===== src/rtl/pdu_dmem_port_master.sv =====
// pdu_dmem_port_master
// Initiator side of the PDU data-memory port. Turns block read/write commands
// into single-word DMEM cycles and returns read words on a valid/ready stream,
// absorbing the DMEM one-cycle registered-read latency.

module pdu_dmem_port_master #(
    parameter int DEPTH = 12
) (
    input  logic             sys_clk,
    input  logic             sys_rst,
    // command channel
    input  logic             cmd_valid,
    output logic             cmd_ready,
    input  logic             cmd_write,
    input  logic [DEPTH-1:0] cmd_addr,
    input  logic [DEPTH-1:0] cmd_len,
    // write data stream
    input  logic [31:0]      wdata_in,
    input  logic             wdata_valid,
    output logic             wdata_ready,
    // read data stream
    output logic [31:0]      rdata_out,
    output logic             rdata_valid,
    input  logic             rdata_ready,
    // status
    output logic             busy,
    output logic             done,
    // DMEM side
    output logic [DEPTH-1:0] interface_addr,
    input  logic [31:0]      interface_rdata,
    output logic [31:0]      interface_wdata,
    output logic             interface_we
);

    typedef enum logic [2:0] {
        S_IDLE,
        S_RD_REQ,
        S_RD_CAP,
        S_RD_OUT,
        S_WR,
        S_DONE
    } state_t;

    state_t           state;
    state_t           state_d;
    logic [DEPTH-1:0] cur_addr;
    logic [DEPTH-1:0] cur_addr_d;
    logic [DEPTH-1:0] remaining;
    logic [DEPTH-1:0] remaining_d;
    logic [31:0]      rdata_out_d;
    logic             rdata_valid_d;

    // State register; a reset mid-burst simply drops back to IDLE.
    // NOTE: sequential state uses non-blocking assignments so every register
    // samples pre-edge values regardless of statement order.
    always_ff @(posedge sys_clk or posedge sys_rst) begin
        if (sys_rst) begin
            state <= S_IDLE;
        end else begin
            state <= state_d;
        end
    end

    // Burst address/count and the read holding register.
    always_ff @(posedge sys_clk or posedge sys_rst) begin
        if (sys_rst) begin
            cur_addr    <= '0;
            remaining   <= '0;
            rdata_out   <= '0;
            rdata_valid <= 1'b0;
        end else begin
            cur_addr    <= cur_addr_d;
            remaining   <= remaining_d;
            rdata_out   <= rdata_out_d;
            rdata_valid <= rdata_valid_d;
        end
    end

    // Next-state, datapath next values and handshake outputs.
    // NOTE: every signal written here gets a default first, so no path can
    // leave one unassigned and infer a latch.
    always_comb begin
        state_d       = state;
        cur_addr_d    = cur_addr;
        remaining_d   = remaining;
        rdata_out_d   = rdata_out;
        rdata_valid_d = rdata_valid;
        cmd_ready     = 1'b0;
        wdata_ready   = 1'b0;
        interface_we  = 1'b0;
        done          = 1'b0;

        case (state)
            S_IDLE: begin
                cmd_ready = 1'b1;
                if (cmd_valid) begin
                    cur_addr_d  = cmd_addr;
                    remaining_d = cmd_len;
                    state_d     = cmd_write ? S_WR : S_RD_REQ;
                end
            end

            // Address is already on interface_addr; DMEM registers it this edge.
            S_RD_REQ: begin
                state_d = S_RD_CAP;
            end

            S_RD_CAP: begin
                rdata_out_d   = interface_rdata;
                rdata_valid_d = 1'b1;
                state_d       = S_RD_OUT;
            end

            S_RD_OUT: begin
                if (rdata_ready) begin
                    rdata_valid_d = 1'b0;
                    if (remaining == '0) begin
                        state_d = S_DONE;
                    end else begin
                        cur_addr_d  = cur_addr + DEPTH'(1);
                        remaining_d = remaining - DEPTH'(1);
                        state_d     = S_RD_REQ;
                    end
                end
            end

            // Write enable follows wdata_valid directly so DMEM commits on the
            // same edge that consumes the word.
            S_WR: begin
                wdata_ready  = 1'b1;
                interface_we = wdata_valid;
                if (wdata_valid) begin
                    if (remaining == '0) begin
                        state_d = S_DONE;
                    end else begin
                        cur_addr_d  = cur_addr + DEPTH'(1);
                        remaining_d = remaining - DEPTH'(1);
                    end
                end
            end

            S_DONE: begin
                done    = 1'b1;
                state_d = S_IDLE;
            end

            default: begin
                state_d = S_IDLE;
            end
        endcase
    end

    // Address always reflects cur_addr so DMEM never sees a glitch between words.
    assign interface_addr  = cur_addr;
    assign interface_wdata = wdata_in;
    assign busy            = (state != S_IDLE);

endmodule


===== config.mk =====
export PLATFORM = sky130hd
export DESIGN_NAME = pdu_dmem_port_master
export DESIGN_NICKNAME = d
export VERILOG_FILES = /design/src/rtl/pdu_dmem_port_master.sv
export SDC_FILE = /design/constraint.sdc
export NUM_CORES = 1
export LEC_CHECK = 0
export ABC_AREA = 1
export CAP_MARGIN = 25
export CORE_MARGIN = 2
export CORE_UTILIZATION = 40
export DETAILED_ROUTE_END_ITERATION = 8
export PLACE_DENSITY = 0.88
export SETUP_SLACK_MARGIN = 0.05
export SLEW_MARGIN = 25
export SYNTH_ARGS = -nofsm -noshare
export SYNTH_HDL_FRONTEND = slang
export SYNTH_SLANG_ARGS = --single-unit
export TNS_END_PERCENT = 50

===== constraint.sdc =====
create_clock -name sys_clk -period 4.73 [get_ports sys_clk]
set_clock_uncertainty 0.2 [all_clocks]
set_input_delay 0.946 -clock sys_clk [delete_from_list [all_inputs] [get_ports sys_clk]]
set_output_delay 0.946 -clock sys_clk [all_outputs]
set_load 0.05 [all_outputs]

==> results.py <==
metrics = {
    "outcome": {
        "status": "finished clean",
    },
    "clocking": {
        "ctsHtreeMaxLevel": 3,
        "clock_sinks": 60,
        "numCtsBuffers": 9,
        "clk_path_buf_depth": 2,
        "cts_tree": "yes",
        "root_buffer": "clkbuf_8",
        "cts_setup_buffers": 0,
        "clock_latency_ns": 0.34,
        "clk_pin_slew_worst_paths_ns": 0.07,
        "ctsHoldBuffers": 0,
        "cts-resized-gates": 0,
    },
    "finish": {
        "num-nets-final": 667,
        "fin_util_pct": 54.0,
        "drive_gt1_share_pct": 6.96,
        "n_antenna_cell": 0,
        "synthToLayoutAreaGrowth_pct": 32.8,
    },
    "logic_synthesis": {
        "synth_enable_flop_cells": 0,
        "yosysWarnings": 0,
        "syn_nets": 589,
        "syn-instance-count": 492,
        "syn_area_mm2": 0.00348,
        "syn_avg_cell_area_um2": 7.06,
        "yosysMostFrequentCell": "nand2_1",
        "ys_types": 24,
        "ys_async_sr_fraction_pct": 100,
        "synth_top_area_share_pct": 43.2,
        "ys_ff_latch": 60,
        "yosysTopAreaCell": "dfrtp_1",
        "yosysSeqAreaShare_pct": 43.2,
        "ys_top_cells_by_area": "dfrtp_1 (43%), nand2_1 (25%), buf_4 (6.9%)",
        "synth_commonest_cells": "nand2_1 (230), dfrtp_1 (60), inv_1 (35)",
        "synthFlopType": "dfrtp_1",
    },
    "sta": {
        "finalMaxSlewViolations": 0,
        "timing.fmax_ghz": 0.286,
        "hold_viol_final": 0,
        "tightest_slew_ns": 0.837,
        "rsz0062_at_grt": "no",
        "fin_setup_tns_ns": 0,
        "period_share_pct": 73.8,
        "relSlewSlack_pct": 44.1,
        "hold_ws_ns": 0.267,
        "fin_crit_ns": 3.49,
        "setup_viol": 0,
    },
    "routing": {
        "route.met3.wl_um": 967,
        "initialDrtViolationCount": 159,
        "vias": 3328,
        "wl_met2_um": 4110,
        "vias_per_cell": 4.87,
        "antenna_left": 0,
        "top_layer": "met4",
        "detail_route.first_pass.iterations": 5,
        "routedWlPerCell_um": 13.0,
        "met1Wirelength_um": 3680,
        "wl_um": 8910,
        "drc": 0,
    },
    "global_routing": {
        "gr-total-overflow": 0,
        "grt_max_degree": 42,
        "grt_pass1_wl_um": 14900,
        "antenna_found_initial": 0,
        "gr-usage-all-layers_pct": 19.2,
        "grt_pass1_vias": 3313,
    },
    "run": {
        "drv_cap": 0,
    },
    "setup_path": {
        "crit_path_end_kind": "output pin",
        "cp_slowest_cell": "clkdlybuf4s50_1",
        "path_cells": "clkdlybuf4s50_1, inv_1, nor2_1, clkdlybuf4s50_1",
        "worstPathMaxFanout": 2,
        "cp_top_family": "buffers and inverters",
        "max_stage_delay_ns": 0.81,
        "worst_path_most_repeated_cell": "clkdlybuf4s50_1",
        "worst-path-buf-inv": 3,
        "reg2reg_depth": 7,
        "required_ns": 3.58,
        "cp.arrival_ns": 2.35,
        "worst-path-stages": 4,
        "startpoint_type": "primary input",
        "worstSetupPathType": "primary input to output pin",
    },
    "placement": {
        "place_hpwl_um": 6440,
        "io_buffers": 111,
        "gp_congestion": 0.881,
    },
    "floorplanning": {
        "rows": 34,
        "die_w_um": 97.2,
        "initial_core_util_pct": 40.6,
        "core_mm2": 0.00855,
        "dieArea_mm2": 0.00945,
        "die_h_um": 97.2,
        "num_io_pins": 176,
    },
    "worst_hold_path": {
        "worstHoldPathCells": 2,
        "holdCritPathClass": "flop to flop",
    },
    "power": {
        "power_density_mw_per_mm2": 537,
        "max-vdd-ir-drop_mv": 0.342,
        "p_leak_nw": 2.22,
    },
}
[metrics by stage]
| stage | instance area (um^2) | setup slack, ns | std cells | total power [mW] |
|---|---|---|---|---|
| after floorplan | 3480 | 1.95 | 492 | 1.71 |
| after detailed placement | 4410 | 1.23 | 667 | 2.00 |
| after global placement | 4410 | 1.25 | 667 | 1.96 |
| after CTS | 4620 | 1.23 | 683 | 2.49 |
| final | 4620 | 1.24 | 683 | 2.48 |
| after global routing | 4620 | 1.18 | 683 | 2.65 |
[layout make-up]
type / instances / area (um^2)
Multi-Input combinational cell: 345 / 1500
Clock buffer: 12 / 155
Clock inverter: 4 / 47.5
Tap cell: 108 / 135
Timing Repair Buffer: 113 / 1130
Fill cell: 795 / 3930
Inverter: 41 / 154
Sequential cell: 60 / 1500
[path summary, 6_finish.rpt]
path | slack (ns) | startpoint | end
max | 1.24 | wdata_valid | interface_we
max in group asynchronous | 2.64 | sys_rst | interface_addr[6]
min reg2reg | 0.27 | rdata_out[6] | rdata_out[6]
min | 0.27 | rdata_out[6] | rdata_out[6]
min in group asynchronous | 0.90 | sys_rst | rdata_out[0]
max reg2reg | 2.52 | state[0] | remaining[5]
[power breakdown]
| part | internal (mW) | total (mW) | switching, mW |
|---|---|---|---|
| logic | 0.415 | 1.22 | 0.802 |
| registers | 0.661 | 0.790 | 0.129 |
| clock network | 0.270 | 0.472 | 0.202 |
| total | 1.35 | 2.48 | 1.13 |
[layer usage]
| layer | global-route usage (%) | vias to the layer above |
|---|---|---|
| met2 | 30.9 | 154 |
| met5 | 0 | - |
| li1 | - | 1647 |
| met3 | 8.99 | 12 |
| met4 | 8.12 | 0 |
| met1 | 22.0 | 1515 |
[layout by cell type (no fill, tap or decap), types with 2 or more instances in the layout]
master             n
nand2_2            3
nand3_2            3
inv_1             34
o21ai_1            9
nand3_1           31
o21ai_0           17
clkbuf_8          11
nor3_1             2
or2_2              4
inv_2              7
ha_1               3
clkinv_2           2
nand4_1            5
clkdlybuf4s50_1  111
buf_4              2
a21oi_1            2
nor2_2             4
nor2_1            27
dfrtp_1           60
nand2_1          230
o211ai_1           2
[worst register-to-register path, delay by kind of cell (launching register included)]
kind / cells / cell delay (ns)
compound gates: 1 / 0.17
flops: 1 / 0.48
simple gates: 6 / 1.21
[sequential cells by signal, indices dropped and copies added (netlist names)]
name,flops
rdata_out,32
interface_addr,12
remaining,12
state,3
rdata_valid,1
[kinds of logic after synthesis]
group,count (synthesis),share of synthesized area [%]
fa+ha+maj,3,1.08
flops,60,43.2
compound gates,31,4.68
simple gates,311,37.3
buf+inv,87,13.8
Note: power is estimated with default switching activity, not from simulation.
